File: config.mk
export PLATFORM = sky130hd
export DESIGN_NAME = div_sequencial
export DESIGN_NICKNAME = d
export VERILOG_FILES = /design/src/rtl/div_sequencial.sv
export SDC_FILE = /design/constraint.sdc
export NUM_CORES = 1
export LEC_CHECK = 0
export CORE_MARGIN = 5
export CORE_UTILIZATION = 50
export DETAILED_ROUTE_END_ITERATION = 10
export GPL_TIMING_DRIVEN = 1
export PLACE_DENSITY = 0.75
export SYNTH_ARGS = -nofsm -noshare
export SYNTH_HDL_FRONTEND = slang
export SYNTH_SLANG_ARGS = --single-unit
File: constraint.sdc
create_clock -name clk -period 5.1 [get_ports clk]
set_input_delay 0.765 -clock clk [delete_from_list [all_inputs] [get_ports clk]]
set_output_delay 0.765 -clock clk [all_outputs]
set_load 0.005 [all_outputs]
File: src/rtl/div_sequencial.sv
// rtl/div_sequencial.sv - multicycle signed restoring divider (lo=quotient, hi=remainder)
module div_sequencial #(
  parameter int WIDTH = 32
) (
  input  logic             clk,
  input  logic             reset,
  input  logic             start,
  input  logic [WIDTH-1:0] dividendo,
  input  logic [WIDTH-1:0] divisor,
  output logic [WIDTH-1:0] lo,
  output logic [WIDTH-1:0] hi,
  output logic             busy,
  output logic             done,
  output logic             div_zero
);

  localparam int CW = $clog2(WIDTH);
  localparam logic [CW-1:0] CNT_LAST = CW'(WIDTH - 1);

  typedef enum logic [1:0] {S_IDLE, S_RUN, S_FIX, S_DONE} state_t;

  state_t           state_q, state_d;
  logic [CW-1:0]    cnt_q, cnt_d;
  logic [WIDTH-1:0] rem_q, rem_d;
  logic [WIDTH-1:0] quo_q, quo_d;
  logic [WIDTH-1:0] dvsr_q, dvsr_d;
  logic [WIDTH-1:0] lo_q, lo_d;
  logic [WIDTH-1:0] hi_q, hi_d;
  logic             neg_quo_q, neg_quo_d;
  logic             neg_rem_q, neg_rem_d;
  logic             dz_q, dz_d;

  logic             divisor_zero;
  logic [WIDTH:0]   rem_shift;
  logic [WIDTH:0]   trial;
  logic [WIDTH-1:0] quo_fix;
  logic [WIDTH-1:0] rem_fix;

  // Unsigned magnitude; the most negative value maps to 2^(WIDTH-1), which is exact as unsigned.
  function automatic logic [WIDTH-1:0] mag(input logic [WIDTH-1:0] v);
    return v[WIDTH-1] ? (~v + 1'b1) : v;
  endfunction

  assign divisor_zero = (divisor == '0);

  // One restoring step: the remainder stays below |divisor| <= 2^(WIDTH-1), so the
  // shifted value fits in WIDTH+1 bits and the trial's top bit is a clean sign.
  assign rem_shift = {rem_q, quo_q[WIDTH-1]};
  assign trial     = rem_shift - {1'b0, dvsr_q};

  // Sign restoration: quotient truncates toward zero, remainder follows the dividend.
  assign quo_fix = neg_quo_q ? (~quo_q + 1'b1) : quo_q;
  assign rem_fix = neg_rem_q ? (~rem_q + 1'b1) : rem_q;

  // State register
  always_ff @(posedge clk or posedge reset) begin
    if (reset) begin
      state_q <= S_IDLE;
    end else begin
      state_q <= state_d;
    end
  end

  // Next-state logic; start is only honoured in IDLE, so it is never queued
  always_comb begin
    state_d = state_q;
    case (state_q)
      S_IDLE: begin
        if (start) begin
          state_d = divisor_zero ? S_DONE : S_RUN;
        end
      end
      S_RUN: begin
        if (cnt_q == CNT_LAST) begin
          state_d = S_FIX;
        end
      end
      S_FIX:   state_d = S_DONE;
      S_DONE:  state_d = S_IDLE;
      default: state_d = S_IDLE;
    endcase
  end

  // Outputs decoded from state; done and div_zero are single-cycle because DONE lasts one cycle
  always_comb begin
    busy     = (state_q != S_IDLE);
    done     = (state_q == S_DONE);
    div_zero = (state_q == S_DONE) && dz_q;
    lo       = lo_q;
    hi       = hi_q;
  end

  // Datapath next-state: operand capture, shift-subtract iteration, result write-back
  always_comb begin
    cnt_d     = cnt_q;
    rem_d     = rem_q;
    quo_d     = quo_q;
    dvsr_d    = dvsr_q;
    neg_quo_d = neg_quo_q;
    neg_rem_d = neg_rem_q;
    dz_d      = dz_q;
    lo_d      = lo_q;
    hi_d      = hi_q;
    case (state_q)
      S_IDLE: begin
        if (start) begin
          dz_d = divisor_zero;
          if (!divisor_zero) begin
            quo_d     = mag(dividendo);
            dvsr_d    = mag(divisor);
            rem_d     = '0;
            cnt_d     = '0;
            neg_quo_d = dividendo[WIDTH-1] ^ divisor[WIDTH-1];
            neg_rem_d = dividendo[WIDTH-1];
          end
        end
      end
      S_RUN: begin
        rem_d = trial[WIDTH] ? rem_shift[WIDTH-1:0] : trial[WIDTH-1:0];
        quo_d = {quo_q[WIDTH-2:0], ~trial[WIDTH]};
        cnt_d = cnt_q + CW'(1);
      end
      S_FIX: begin
        lo_d = quo_fix;
        hi_d = rem_fix;
      end
      default: begin
      end
    endcase
  end

  // Datapath registers; reset aborts any operation in flight
  always_ff @(posedge clk or posedge reset) begin
    if (reset) begin
      cnt_q     <= '0;
      rem_q     <= '0;
      quo_q     <= '0;
      dvsr_q    <= '0;
      neg_quo_q <= 1'b0;
      neg_rem_q <= 1'b0;
      dz_q      <= 1'b0;
      lo_q      <= '0;
      hi_q      <= '0;
    end else begin
      cnt_q     <= cnt_d;
      rem_q     <= rem_d;
      quo_q     <= quo_d;
      dvsr_q    <= dvsr_d;
      neg_quo_q <= neg_quo_d;
      neg_rem_q <= neg_rem_d;
      dz_q      <= dz_d;
      lo_q      <= lo_d;
      hi_q      <= hi_d;
    end
  end

endmodule

==> results of run 1 <==
==> power breakdown <==
group | total (uW) | switching [uW] | internal, uW
clock | 1240 | 595 | 641
sequential | 2700 | 720 | 1980
combinational | 5350 | 2910 | 2440
==> synth_stat cells, drive strengths merged (3+ instances only) <==
cell | number | share of area
a211oi | 12 | 0.0081
a21o | 5 | 0.0034
a21oi | 112 | 0.050
a22oi | 4 | 0.0027
a31oi | 8 | 0.0045
a32oi | 4 | 0.0031
and3 | 3 | 0.0017
buf | 15 | 0.0058
clkbuf | 59 | 0.020
dfrtp | 170 | 0.38
ha | 43 | 0.048
inv | 61 | 0.021
mux2 | 11 | 0.011
mux2i | 32 | 0.029
nand2 | 158 | 0.053
nand2b | 9 | 0.0057
nand3 | 20 | 0.0090
nand4 | 7 | 0.0039
nor2 | 107 | 0.036
nor2b | 7 | 0.0039
nor3 | 13 | 0.0058
nor4 | 9 | 0.0051
o211ai | 10 | 0.0067
o21a | 4 | 0.0027
o21ai | 117 | 0.053
o22ai | 25 | 0.014
o311ai | 5 | 0.0039
o31a | 4 | 0.0031
o31ai | 34 | 0.024
o41ai | 19 | 0.015
or2 | 11 | 0.0062
or3 | 14 | 0.0090
or4 | 18 | 0.013
xnor2 | 45 | 0.035
xor2 | 103 | 0.081
==> worst reg2reg max path, stage by stage, from the launching register on <==
cell	delay (ns)
dfrtp_1	0.49
inv_1	0.16
fa_1	0.42
nand2b_1	0.20
a21oi_1	0.28
o211ai_1	0.23
nand2_1	0.18
o211ai_1	0.16
a41oi_1	0.69
xor2_4	0.33
buf_4	0.34
mux2i_1	0.33
o22ai_1	0.11
==> state kept, by name, indices dropped and copies added (netlist names) <==
signal / count
dvsr_q: 32
quo_q: 32
state_q: 2
dz_q: 1
cnt_q: 5
lo: 32
neg_rem_q: 1
neg_quo_q: 1
rem_q: 32
hi: 32
==> routing by layer <==
metal  track usage  share of wire
met1        0.3388           0.49
met2        0.3229           0.43
met3       0.04375          0.071
met4       0.05157          0.013
met5             0              0
==> stage by stage <==
step / setup WS (ns) / utilization / instances
final: 1.026 / 0.6069 / 1689
after global routing: 0.8469 / 0.6069 / 1689
after CTS: 1.088 / 0.6069 / 1689
after detailed placement: 0.6821 / 0.5816 / 1657
after global placement: 0.8091 / 0.5816 / 1657
after floorplan: 1.639 / - / 1303
==> cells by family after synthesis <==
| kind of cell | after synthesis |
|---|---|
| DFF | 170 |
| buffers and inverters | 135 |
| adders and majority gates | 44 |
| AOI/OAI and AO/OA | 380 |
| muxes | 43 |
| and+or+nand+nor | 383 |
| xor gates and xnor gates | 148 |
==> final cells by class <==
| cell class | instances | area share |
|---|---|---|
| clock buffers | 17 | 0.03202 |
| clock inverters | 15 | 0.009700 |
| inverters | 61 | 0.01752 |
| multi-input cells | 998 | 0.4837 |
| flip-flops and latches | 170 | 0.3202 |
| well taps | 280 | 0.02637 |
| repair buffers | 148 | 0.1106 |
==> worst paths after layout <==
kind / from / end / slack [ns]
max: rem_q[0] / rem_q[7] / 1.03
min: dvsr_q[21] / dvsr_q[21] / 0.48
max reg2reg: rem_q[0] / rem_q[7] / 1.03
min reg2reg: dvsr_q[21] / dvsr_q[21] / 0.48
max in group asynchronous: reset / rem_q[15] / 3.43
min in group asynchronous: reset / lo[11] / 0.64
==> impl_metrics.csv, run 1 <==
group,metric,value,unit
yosys,synth_warnings,0,
yosys,postSynthRegisterBits,170,
detailed_routing,wl,28700,um
global_routing,overflow_after_grt,0,
global_routing,grt_antenna_before_repair,0,
cts,cts_resized,0,
cts,clock-root-buffer,"clkbuf_16",
power_and_ir_drop,peakVddDrop,0.3234,mV
detailed_routing,routed-via-count,9846,
die,core_rows,54,
yosys,syn-cell-area,11150,sq um
cts,clk_latency,0.44,ns
die,num_io_pins,134,
global_routing,grt_pass1_vias,9248,
hold_path,holdPathStages,2,
outcome,outcome,"complete, no violations",
power_and_ir_drop,pleak,0.005683,uW
die,core_area,21890,sq um
worst_setup_path,worst_path_most_repeated_cell,"o211ai_1",
yosys,ys_async_sr_fraction,1.000,
yosys,synth_sequential_area_ratio,0.3816,
yosys,synth_compound_gate_area_share,0.2081,
worst_setup_path,critical_path_buffer_and_inverter_count,2,
worst_setup_path,highest_net_fanout_along_the_worst_path,16,
timing,fmaxAchievable,245.5,MHz
cells_and_area,nFillCells,1925,
timing,final_min_period_over_clock_period,0.7988,
yosys,synth_area_per_cell,8.556,sq um
cells_and_area,layout.cell_area.non_filler,13290,sq um
placed_design,gp_routability_congestion,0.9361,
die,floorplan.die_area,25380,sq um
yosys,post_syn_instances,1303,
cts,clock_sinks,170,
cells_and_area,final_common_cell,"dfrtp_1",
timing,unrepaired_setup_endpoints_after_global_routing,"no",
detailed_routing,drt-vias-per-instance,5.829,
timing,final.setup_skew,0.01145,ns
cts,cts_htree_levels,4,
cts,hold_buffers,0,
timing,setup_tns,0,ns
worst_setup_path,crit_cells,12,
worst_setup_path,worst_setup_path_start_kind,"flip-flop",
flow_run,max_cap_violations,0,
timing,max_slew.worst_pin.slew,1.166,ns
yosys,synth_ff_type,"dfrtp_1",
worst_setup_path,setup.worst_path.class,"flip-flop to flip-flop",
cts,clockBufferDepth,2,
cells_and_area,synthToLayoutAreaGrowth,19.18,%
cells_and_area,register_area,4254,sq um
cells_and_area,multi_input_area,6426,sq um
placed_design,dpl-instance-area,12730,sq um
timing,final_count_of_hold_timing_violations,0,
worst_setup_path,cp_top_family,"compound AO/OA/AOI/OAI gates",
hold_path,holdCritPathClass,"flip-flop to flip-flop",
cts,cts.repair_timing.setup_buffer_count,0,
worst_setup_path,cp_data_required_time,5.38,ns
die,initial_utilization,0.5093,
cells_and_area,n_antenna_cell,0,
yosys,synth_simple_gate_area_share,0.1578,
timing,number_of_setup_violations_in_the_final_report,0,
detailed_routing,ant_nets,0,
cells_and_area,final_nets,1507,
worst_setup_path,timing.critical_path.to_type,"flip-flop",
worst_setup_path,crit_slowest_cell,"a41oi_1",
power_and_ir_drop,powerDensity,698.9,nW/um^2
detailed_routing,number_of_iterations_in_the_first_detailed_routing_pass,5,
global_routing,grt_first_pass_wirelength,47160,um
global_routing,globalRouteTotalUtil,0.2211,
power_and_ir_drop,fin_total_pwr,9286,uW
yosys,post_synth_num_cell_types,63,
yosys,yosys.area_share.adder,0.05006,
detailed_routing,avgRoutedWirePerCell,16.99,um
die,floorplan.die.height,159.3,um
timing,timing.max_slew.rel_slack,0.2201,
timing,fin_crit,4.074,ns
yosys,synthMuxAreaShare,0.03984,
cells_and_area,layout.cells.most_common_list,"dfrtp_1, nand2_1, clkdlybuf4s50_1",
cells_and_area,ratio_of_cells_with_drive_above_1_in_the_final_layout,0.05962,
detailed_routing,drt_first_iter_violations,803,
worst_setup_path,timing.reg2reg.worst_path_depth,12,
placed_design,place.detailed.hpwl,21540,um
placed_design,port-buffer-count,133,
timing,holdWs,0.4821,ns
detailed_routing,drt_drc_violations_left,0,
yosys,synth_nets,1414,
cts,clkTransAtPathRegs,0.07,ns
yosys,combinational_family_with_the_most_area_after_synthesis,"compound AO/OA/AOI/OAI gates",
yosys,post_synth_edffs,0,
timing,slew_viol_final,0,
cts,cts_inserted_buffers,17,
worst_setup_path,critical_path_arrival,4.36,ns
worst_setup_path,critPathMaxStageDelay,0.69,ns
global_routing,pin_count_of_the_biggest_net_entering_global_routing,70,
worst_setup_path,crit_path_cell_trace,"inv_1 > fa_1 > nand2b_1 > a21oi_1 > o211ai_1 > nand2_1 > o211ai_1 > a41oi_1 > xor2_4 > buf_4 > mux2i_1 > o22ai_1",
yosys,synth_xor_area_frac,0.1163,
die,die_w,159.3,um
cts,clock_tree_from_tritoncts,"built",
Note: power is estimated with default switching activity, not from simulation.
==> run 2, diff against run 1 <==
==> constraint.sdc (replaced) <==
create_clock -name clk -period 3.5 [get_ports clk]
set_input_delay 0.525 -clock clk [delete_from_list [all_inputs] [get_ports clk]]
set_output_delay 0.525 -clock clk [all_outputs]
set_load 0.005 [all_outputs]
==> run 2 against run 1 <==
Effect of this change:
- first-iteration DRC count is 2.0% lower
- sequential cell count stayed put
- setup slack worse by 0.97 ns
- count of clock-buffer cells in the layout stayed put
- via count is 3.9% higher
- clock power is 53% higher
- cell count is 4.5% higher
- cell area is 5.4% higher
- combinational power is 62% higher
==> impl_metrics.csv, run 2 (synthesized netlist as in run 1, its figures left out) <==
group,metric,value,unit
outcome,outcome,"complete, no violations",
timing,final_min_period_over_clock_period,0.9852,
placed_design,place.detailed.hpwl,22970,um
worst_setup_path,worst_setup_path_start_kind,"flip-flop",
die,floorplan.die_area,25380,sq um
global_routing,grt_first_pass_wirelength,49130,um
cts,clock_tree_from_tritoncts,"built",
global_routing,overflow_after_grt,0,
detailed_routing,ant_nets,0,
global_routing,pin_count_of_the_biggest_net_entering_global_routing,91,
power_and_ir_drop,powerDensity,1023,nW/um^2
timing,fmaxAchievable,290.0,MHz
cells_and_area,layout.cells.most_common_list,"dfrtp_1, nand2_1, clkdlybuf4s50_1",
die,core_rows,54,
worst_setup_path,crit_slowest_cell,"or4_4",
flow_run,max_cap_violations,0,
worst_setup_path,critical_path_arrival,3.72,ns
placed_design,port-buffer-count,133,
cts,hold_buffers,0,
global_routing,grt_pass1_vias,9498,
detailed_routing,drt_drc_violations_left,0,
cts,clkTransAtPathRegs,0.07,ns
cells_and_area,final_common_cell,"dfrtp_1",
cts,clock-root-buffer,"clkbuf_16",
die,num_io_pins,134,
cts,clockBufferDepth,2,
cts,cts_inserted_buffers,17,
timing,fin_crit,3.448,ns
timing,slew_viol_final,0,
cells_and_area,synthToLayoutAreaGrowth,25.65,%
detailed_routing,drt_first_iter_violations,787,
detailed_routing,avgRoutedWirePerCell,16.84,um
placed_design,gp_routability_congestion,0.9190,
timing,setup_tns,0,ns
timing,final.setup_skew,0.008433,ns
global_routing,grt_antenna_before_repair,0,
power_and_ir_drop,fin_total_pwr,14330,uW
worst_setup_path,highest_net_fanout_along_the_worst_path,4,
power_and_ir_drop,pleak,0.006112,uW
worst_setup_path,critPathMaxStageDelay,0.55,ns
detailed_routing,wl,29720,um
cts,cts_htree_levels,4,
cells_and_area,n_antenna_cell,0,
timing,max_slew.worst_pin.slew,0.9585,ns
timing,unrepaired_setup_endpoints_after_global_routing,"yes",
die,die_w,159.3,um
detailed_routing,number_of_iterations_in_the_first_detailed_routing_pass,5,
power_and_ir_drop,peakVddDrop,0.5056,mV
die,core_area,21890,sq um
worst_setup_path,timing.critical_path.to_type,"flip-flop",
cells_and_area,final_nets,1583,
die,initial_utilization,0.5093,
detailed_routing,drt-vias-per-instance,5.794,
hold_path,holdCritPathClass,"flip-flop to flip-flop",
cells_and_area,ratio_of_cells_with_drive_above_1_in_the_final_layout,0.1098,
detailed_routing,routed-via-count,10230,
worst_setup_path,setup.worst_path.class,"flip-flop to flip-flop",
global_routing,globalRouteTotalUtil,0.2302,
worst_setup_path,critical_path_buffer_and_inverter_count,0,
timing,number_of_setup_violations_in_the_final_report,0,
worst_setup_path,cp_top_family,"simple AND/OR/NAND/NOR gates",
timing,timing.max_slew.rel_slack,0.3610,
cts,clk_latency,0.44,ns
worst_setup_path,cp_data_required_time,3.77,ns
die,floorplan.die.height,159.3,um
cts,clock_sinks,170,
timing,final_count_of_hold_timing_violations,0,
worst_setup_path,crit_path_cell_trace,"or4_4 > or4b_4 > nand2b_4 > or4_4 > or3_4 > or3_4 > o31ai_4 > xor2_1 > a21oi_1",
run 2: cell types whose count changed in the layout (fill, tap and decap cells not counted), sizes merged:
cell	change
clkinv	-1
bufinv	+1
buf	+76
inv	+1
clkinvlp	-1
run 2: area by class of cell:
cell class	count	area, sq um
fillers	1894	7884
multi-input cells	998	6436
flip-flops and latches	170	4254
repair buffers	224	2140
clock buffers	17	425.4
well taps	280	350.3
inverters	61	232.7
clock inverters	15	168.9
run 2: repair_timing:
| item | in CTS | in global routing |
|---|---|---|
| gates resized for setup | 0 | 3 |
| buffers inserted | 0 | 1 |
| setup endpoints to repair | 0 | 8 |
run 2: worst register-to-register path, delay by kind of cell (launching register included):
kind	cells	cell delay (ns)
DFF	1	0.39
xor gates and xnor gates	1	0.17
AOI/OAI and AO/OA	2	0.26
and+or+nand+nor	6	2.47
run 2: path summary, 6_finish.rpt:
check                      startpoint         end  slack [ns]  depth (start not counted)
min in group asynchronous       reset       lo[5]        0.56                          2
min                        dvsr_q[13]  dvsr_q[13]        0.48                          2
max in group asynchronous       reset      hi[14]        2.14                          3
min reg2reg                dvsr_q[13]  dvsr_q[13]        0.48                          2
max reg2reg                  rem_q[3]      hi[30]        0.05                          9
max                          rem_q[3]      hi[30]        0.05                          9
run 2: through the flow:
stage,instance area (sq um),hold WS (ns),setup slack (ns),instances,util
4_1_cts,13990,0.4832,0.03690,1764,0.6391
2_1_floorplan,11150,0.4453,0.03858,1303,-
6_report,14010,0.4791,0.05195,1765,0.6399
3_5_place_dp,13400,0.4673,-0.07952,1732,0.6119
5_1_grt,14010,0.5015,-0.03331,1765,0.6399
3_3_place_gp,13400,0.4564,-0.08440,1732,0.6119
run 2: where the power goes:
| group | internal, uW | switching, uW | total, uW |
|---|---|---|---|
| clock network | 1020 | 884 | 1900 |
| registers | 2890 | 862 | 3760 |
| logic | 4050 | 4620 | 8670 |
run 2: metal layers:
metal | share of wire | track usage | vias up
met3 | 0.078 | 0.03831 | 43
met1 | 0.49 | 0.3623 | 4810
met4 | 0.019 | 0.06437 | 0
met5 | 0 | 0 | -
met2 | 0.42 | 0.3250 | 392
li1 | - | - | 4981
==> run 3, diff against run 2 <==
--- a/config.mk
+++ b/config.mk
@@ -8,8 +8,8 @@
 export CORE_MARGIN = 5
 export CORE_UTILIZATION = 50
 export DETAILED_ROUTE_END_ITERATION = 10
-export GPL_TIMING_DRIVEN = 1
-export PLACE_DENSITY = 0.75
+export GPL_TIMING_DRIVEN = 0
+export PLACE_DENSITY = 0.72
 export SYNTH_ARGS = -nofsm -noshare
 export SYNTH_HDL_FRONTEND = slang
 export SYNTH_SLANG_ARGS = --single-unit
==> constraint.sdc (replaced) <==
create_clock -name clk -period 4 [get_ports clk]
set_input_delay 0.6 -clock clk [delete_from_list [all_inputs] [get_ports clk]]
set_output_delay 0.6 -clock clk [all_outputs]
set_load 0.005 [all_outputs]
==> run 3 against run 2 <==
Effect of this change:
- clock power is 15% lower
- total power is 15% lower
- cell count is 0.62% lower
- non-clock buffer count is 11 lower
- cell area is 3.2% lower
- clock skew is 0.0033 ns higher
- first-iteration DRC count is 16% lower
- sequential cell count stayed put
- die area stayed put
- combinational power is 16% lower
- count of clock-buffer cells in the layout stayed put
- largest cell class unchanged
- largest power group unchanged
==> impl_metrics.csv, run 3 (synthesized netlist as in run 1, its figures left out) <==
group,metric,value,unit
timing,slew_viol_final,0,
worst_setup_path,setup.worst_path.class,"primary input to flip-flop",
detailed_routing,drt-vias-per-instance,5.820,
global_routing,overflow_after_grt,0,
placed_design,dpl-instance-area,12900,sq um
global_routing,grt_first_pass_wirelength,50970,um
hold_path,holdCritPathClass,"flip-flop to flip-flop",
cts,clock_sinks,170,
power_and_ir_drop,pleak,0.005782,uW
placed_design,place.detailed.hpwl,24690,um
cts,clkTransAtPathRegs,0.07,ns
global_routing,grt_antenna_before_repair,0,
cells_and_area,final_core_area_utilization,0.6196,
worst_setup_path,cp_top_family,"simple AND/OR/NAND/NOR gates",
cells_and_area,n_antenna_cell,0,
cells_and_area,multi_input_area,6429,sq um
timing,final.setup_skew,0.01172,ns
worst_setup_path,timing.critical_path.to_type,"flip-flop",
die,initial_utilization,0.5093,
detailed_routing,wl,31490,um
cts,cts_inserted_buffers,17,
worst_setup_path,worst_setup_path_start_kind,"primary input",
worst_setup_path,highest_net_fanout_along_the_worst_path,10,
die,core_rows,54,
cts,clockBufferDepth,2,
timing,final_min_period_over_clock_period,0.9668,
worst_setup_path,critical_path_arrival,4.23,ns
die,floorplan.die_area,25380,sq um
worst_setup_path,critical_path_buffer_and_inverter_count,2,
flow_run,max_cap_violations,0,
cts,clock_tree_from_tritoncts,"built",
timing,final_count_of_hold_timing_violations,0,
cells_and_area,final_common_cell,"dfrtp_1",
detailed_routing,number_of_iterations_in_the_first_detailed_routing_pass,5,
timing,setup_ws,0.1329,ns
worst_setup_path,crit_slowest_cell,"or4_1",
cts,clk_latency,0.44,ns
cells_and_area,layout.cells.most_common_list,"dfrtp_1, nand2_1, clkdlybuf4s50_1",
timing,number_of_setup_violations_in_the_final_report,0,
global_routing,grt_pass1_vias,9698,
timing,max_slew.worst_pin.slew,0.7285,ns
global_routing,pin_count_of_the_biggest_net_entering_global_routing,44,
cells_and_area,layout.cell_area.non_filler,13560,sq um
power_and_ir_drop,powerDensity,898.0,nW/um^2
cells_and_area,nFillCells,1956,
die,core_area,21890,sq um
power_and_ir_drop,peakVddDrop,0.4546,mV
die,num_io_pins,134,
placed_design,gp_routability_congestion,0.9757,
cts,hold_buffers,0,
timing,unrepaired_setup_endpoints_after_global_routing,"no",
placed_design,port-buffer-count,132,
cells_and_area,synthToLayoutAreaGrowth,21.67,%
cells_and_area,final_nets,1572,
detailed_routing,ant_nets,0,
worst_setup_path,crit_path_cell_trace,"clkdlybuf4s50_1 > or4_1 > nor4_2 > nand3_1 > o31ai_4 > nand2_1 > nand2_1 > clkbuf_1 > o22ai_1 > nor2_1",
cells_and_area,ratio_of_cells_with_drive_above_1_in_the_final_layout,0.06242,
cells_and_area,register_area,4254,sq um
detailed_routing,drt_first_iter_violations,659,
worst_setup_path,critPathMaxStageDelay,0.63,ns
detailed_routing,routed-via-count,10210,
detailed_routing,avgRoutedWirePerCell,17.95,um
detailed_routing,drt_drc_violations_left,0,
worst_setup_path,worst_path_most_repeated_cell,"nand2_1",
placed_design,dpl_ws,-1.059,ns
timing,fmaxAchievable,258.6,MHz
timing,fin_crit,3.867,ns
die,die_w,159.3,um
outcome,outcome,"complete, no violations",
die,floorplan.die.height,159.3,um
global_routing,globalRouteTotalUtil,0.2423,
worst_setup_path,cp_data_required_time,4.37,ns
cts,clock-root-buffer,"clkbuf_16",
cts,cts_htree_levels,4,
timing,timing.max_slew.rel_slack,0.5133,
[run 3: worst min-delay path: stages (launching register included)]
cell and delay (ns):
dfrtp_1 0.34, nand2_1 0.05, o21ai_0 0.06
[run 3: stage by stage]
step                TNS (ns)  total power (uW)  hold WS, ns  cells
finish                     0             12180       0.4785   1754
global route               0             13150       0.5094   1754
CTS                        0             12090       0.4874   1754
detailed placement    -87.04             10320       0.4710   1719
global placement     -104.67             10130       0.4612   1715
floorplan                  0              7999       0.4453   1303
[run 3: timing repair]
item / in CTS / in global routing
resized for setup: 7 / 11
hold endpoints to repair: 0 / 0
endpoints found under the setup margin: 101 / 88
pin swaps: 1 / 0
cloned: 0 / 0
setup buffers: 3 / 0
[run 3: final timing paths]
check	end	startpoint	cells past startpoint	slack, ns
max in group asynchronous	dvsr_q[10]	reset	4	2.47
worst max-delay path	quo_q[11]	divisor[14]	10	0.13
worst max register to register	lo[29]	quo_q[4]	10	0.40
worst min register to register	dvsr_q[24]	dvsr_q[24]	2	0.48
worst min-delay path	dvsr_q[24]	dvsr_q[24]	2	0.48
min in group asynchronous	lo[8]	reset	2	0.63
[run 3: final cells by class]
type | instances | share of cell area
buffer | 74 | 0.02186
clock buffer | 17 | 0.03136
clock inverter | 15 | 0.01125
inverter | 61 | 0.01716
multi-input combinational | 998 | 0.4739
sequential | 170 | 0.3136
tap | 280 | 0.02583
timing repair buffer | 139 | 0.1050
[run 3: metal layers]
layer | GRT usage | routed length (um) | up-vias
met4 | 0.05971 | 465 | 0
li1 | - | - | 4958
met3 | 0.05074 | 2660 | 38
met2 | 0.3530 | 13400 | 430
met5 | 0 | 0 | -
met1 | 0.3686 | 14970 | 4782
[run 3: power by group]
group          switching, uW  internal [uW]  total [uW]
clock                    790            834        1620
sequential               779           2530        3310
combinational           4080           3170        7250
total                   5640           6540       12200
==> variant 1 (config.mk and constraints of run 1) <==
`dvsr_q` no longer has a reset.
--- a/src/rtl/div_sequencial.sv
+++ b/src/rtl/div_sequencial.sv
@@ -136,5 +136,4 @@
       rem_q     <= '0;
       quo_q     <= '0;
-      dvsr_q    <= '0;
       neg_quo_q <= 1'b0;
       neg_rem_q <= 1'b0;
@@ -146,5 +145,4 @@
       rem_q     <= rem_d;
       quo_q     <= quo_d;
-      dvsr_q    <= dvsr_d;
       neg_quo_q <= neg_quo_d;
       neg_rem_q <= neg_rem_d;
@@ -155,4 +153,8 @@
   end
 
+  always_ff @(posedge clk) begin
+    dvsr_q <= dvsr_d;
+  end
+
 endmodule
 
Formal check against the unedited RTL: same outputs for any inputs over 10 cycles, from zero or initial values and one cycle with reset high; that may be too few to reach the edited logic, so the function may still have changed.
==> variant 1 against run 1 <==
  * Area after synthesis grew 1.7%
  * Synthesized cell count shrank 3.1%
  * Non-clock buffer count shrank 1
  * Worst hold slack gained 25 ps
  * Sequential cell count is the same
  * Total power shrank 11%
  * Setup slack lost 4.2 ps
  * Global-route usage shrank 0.15 points
  * Critical path depth grew 1
  * Design area grew 1.6%
  * Core utilization shrank 0.73 points
  * Routed wire length is essentially flat
  * Largest cell class unchanged
==> variant 1: results (changes against run 1) <==
Final layout
  • Layout fillers: 1910 (-0.78%)
  • NumNets Final: 1468 (-2.6%)
  • Ant. Diodes: 0 (unchanged)

Yosys
  • Mean Syn Cell Area: 8.978 sq um (+4.9%)
  • Post-synthesis sequential area ratio: 38.93% (+0.77 points)
  • Complex-gate fraction of the synthesized area: 22.34% (+1.5 points)
  • XOR/XNOR Fraction of Synth Area: 10.89% (-0.74 points)
  • Synth cell count leaders: a21oi_1 (139), dfrtp_1 (138), nand2_1 (107)
  • Post-synthesis mux area share: 2.913% (-1.1 points)
  • Synth cell types: 71 (+13%)
  • EDFF count, synth: 32 (+32)
  • Top post-synthesis cells by area: dfrtp_1 (30%), edfxtp_1 (8.5%), a21oi_1 (6.1%)
  • Syn_nets: 1374 (-2.8%)
  • Async set or reset register ratio after synthesis: 81.18% (-19 points)

Placed design
  • GP Congestion: 0.9112 (-2.7%)
  • Dpl hpwl: 20.47 mm (-4.9%)
  • Dpl cell area: 12880 sq um (+1.1%)
  • Dpl cells: 1623 (-2.1%)

GRT
  • Global-route wire length before repair: 46.86 mm (-0.64%)
  • Total track usage: 21.97% (-0.15 points)
  • Vias in the first global route: 9374 (+1.4%)
  • Largest net degree at the start of global routing: 113 (+61%)

Route
  • DR iter-0 viols: 743 (-7.5%)
  • WL/cell: 17.35 um (+2.1%)
  • Initial DRT Pass Iterations: 5 (unchanged)
  • Routed vias/inst: 5.932 (+1.8%)
  • Via count: 9811 (-0.36%)

Power and ir drop
  • Maximum vdd ir drop: 323.5 uV (about the same)
  • Leakage: 5.534 nW (-2.6%)

Worst setup path
  • WP data arrival: 4380 ps (+20 ps)
  • Slowest cell delay on critical path: 560 ps (-130 ps)
  • Crit path max-delay family: simple AND/OR/NAND/NOR gates

Outcome
  • Status: finished clean

Timing
  • Slew HR: 23.18% (+1.2 points)
[variant 1: changes by cell type in the layout (fill, tap and decap cells not counted), sizes merged, moves of 22 or more]
cell    change
o21ai      -45
edfxtp     +32
xor2       -31
mux2i      -26
nand2      -51
a221o      +22
dfrtp      -32
xnor2      +24
a21oi      +29
[variant 1: worst paths after layout]
path / startpoint / endpoint / slack, ps / cells past startpoint
worst max-delay path: quo_q[31] / rem_q[21] / 1020 / 13
worst min-delay path: lo[27] / lo[27] / 510 / 1
worst max register to register: quo_q[31] / rem_q[21] / 1020 / 13
worst min register to register: lo[27] / lo[27] / 510 / 1
max in group asynchronous: reset / quo_q[13] / 3150 / 3
min in group asynchronous: reset / hi[5] / 940 / 2
[variant 1: report_power, final]
part           leakage [nW]  internal [mW]  total (mW)  switching (mW)
registers              1.97           1.95        2.52           0.571
clock network         0.305          0.797        1.37           0.569
logic                  3.26           2.03        4.34            2.31
[variant 1: metal layers]
metal	up-vias	part of all wire (%)	GRT usage, %
met2	346	48	35.97
met4	0	3.0	8.408
li1	4774	-	-
met3	67	5.8	3.618
met1	4624	44	29.35
met5	-	0	0
[variant 1: layout make-up]
type                            count  area [sq um]  area share [%]
Multi-Input combinational cell    957          6411           47.51
Sequential cell                   170          4414           32.72
Timing Repair Buffer              147          1449           10.74
Clock buffer                       20         489.2           3.626
Tap cell                          285         356.6           2.643
Inverter                           64         245.2           1.818
Clock inverter                     11         127.6          0.9458
[variant 1: cells by family (layout without fill, tap and decap cells)]
group,after synthesis,after routing
buffers and inverters,136,242
AND/OR/NAND/NOR,348,348
AO/OA/AOI/OAI,394,394
flip-flops,170,170
XOR/XNOR,141,141
adder cells (fa/ha/maj),44,44
multiplexers,30,30
==> variant 2 (flow settings as in run 1) <==
Without the edit above. Set the parameter `WIDTH` to 64 (it was 32).
--- a/src/rtl/div_sequencial.sv
+++ b/src/rtl/div_sequencial.sv
@@ -1,5 +1,5 @@
 // rtl/div_sequencial.sv - multicycle signed restoring divider (lo=quotient, hi=remainder)
 module div_sequencial #(
-  parameter int WIDTH = 32
+  parameter int WIDTH = 64
 ) (
   input  logic             clk,
Ports: changed (resized dividendo, divisor, hi and lo); port bits go from 134 to 262. The function was not compared with the original's and may differ.
==> variant 2 against run 1 <==
  * Area after synthesis up 95%
  * Sequential cell count up 161
  * Routed wire length up 130%
  * Total power up 89%
  * Setup slack worse by 410 ps
  * Design area up 98%
  * Critical path type unchanged
  * First-iteration DRC count up 110%
  * Critical path depth up 2
==> variant 2: results (changes against run 1) <==
Outcome
  • Status: finished clean

Timing
  • Clk_skew: 30.14 ps (+18.69 ps)
  • Peak Freq: 222.9 MHz (-9.2%)
  • Slew HR: 16.56% (-5.5 points)
  • Final hold slack: 467.0 ps (-15.11 ps)

Clock network
  • H-tree levels: 2 (-2)
  • CTS buffer count: 38 (+21)
  • Skew-Pair Late Insertion Delay: 580 ps (+140 ps)
  • Clk buf depth: 3 (+1)

Final layout
  • Share of layout cells above drive strength 1: 5.647% (-0.31 points)
  • Clock network share of area: 4.779% (+0.61 points)
  • Ant. Diodes: 3 (+3)
  • Multi-input gates: 1982 (+99%)
  • Layout clock buffer count: 58 (+41)
  • Multi-input combinational cell area: 12660 sq um (+97%)
  • Sequential Area: 8285 sq um (+95%)
  • Logic inverters: 98 (+61%)
  • Non-clock buffers: 301 (+100%)
  • Layout fillers: 3747 (+95%)
  • NumNets Final: 2958 (+96%)
  • FFs & Latches: 331 (+95%)

Route
  • DR iter-0 viols: 1677 (+110%)
  • Initial DRT Pass Iterations: 6 (+1)
  • WL/cell: 19.65 um (+16%)

Worst setup path
  • CP max FO: 25 (+9)
  • Slowest cell delay on critical path: 510 ps (-180 ps)
  • R2R Setup Slk: 610 ps (-410 ps)
  • Crit. Startpoint: quo_q[63]
  • Critical path capture point type: flop
  • R2R depth: 14 (+2)
  • Critical Path Slowest Stage Cell: and3_1

GRT
  • M1 GR Usage: 37.65% (+3.8 points)
  • Total track usage: 27.11% (+5.0 points)
  • Antenna violations before repair: 5 (+5)
  • Global-route wire length before repair: 105.5 mm (+120%)
  • M2 GR Usage: 43.42% (+11 points)

Power and ir drop
  • Leakage: 10.86 nW (+91%)
  • Int Power: 9.551 mW (+89%)
  • Sequential power share: 26.2% (-2.9 points)
  • Tot Pwr: 17.57 mW (+89%)
  • Combinational Power Share: 58.1% (+0.5 points)
  • Maximum vdd ir drop: 399.4 uV (+23%)
  • P per Cell Area: 668.4 nW/um^2 (-4.4%)

Floorplan
  • Core area: 43080 sq um (+97%)

Yosys
  • Post-synthesis sequential area ratio: 38.04% (-0.12 points)
  • Top post-synthesis cells by area: dfrtp_1 (38%), xor2_1 (9.7%), a21oi_1 (6.5%)
  • Syn_nets: 2759 (+95%)
  • Synth cell count leaders: dfrtp_1 (331), a21oi_1 (283), o21ai_0 (250)
  • Mean Syn Cell Area: 8.528 sq um (-0.32%)

Placed design
  • Post-placement setup slack: 439.1 ps (-243.0 ps)
  • Input/output buffers: 261 (+96%)
  • GP Congestion: 0.9909 (+5.9%)
  • Dpl cell area: 25020 sq um (+97%)

Worst hold path
  • Worst hold-check path type: input port to asynchronous set/reset pin
variant 2: cell types whose count changed in the layout (fill, tap and decap cells not counted), sizes merged, moves of 43 or more:
| cell | change |
|---|---|
| a21oi | +171 |
| clkdlybuf4s50 | +126 |
| dfrtp | +161 |
| nand2 | +87 |
| nor2 | +88 |
| o21ai | +138 |
| o31ai | +43 |
| xor2 | +139 |
variant 2: routing by layer:
layer / part of all wire (%) / up-vias
li1: - / 9554
met5: 0.020 / -
met4: 3.8 / 2
met1: 43 / 9817
met3: 6.0 / 133
met2: 47 / 700
variant 2: kinds of logic (layout without fill, tap and decap cells):
| group | after synthesis | in the layout | synth area share, % |
|---|---|---|---|
| AOI/OAI and AO/OA | 822 | 822 | 22.33 |
| DFF | 331 | 331 | 38.04 |
| adders and majority gates | 75 | 75 | 4.345 |
| and+or+nand+nor | 715 | 715 | 15.81 |
| other | 0 | 3 | 0 |
| xor gates and xnor gates | 306 | 306 | 12.31 |
| muxes | 64 | 64 | 3.023 |
| buffers and inverters | 240 | 467 | 4.143 |
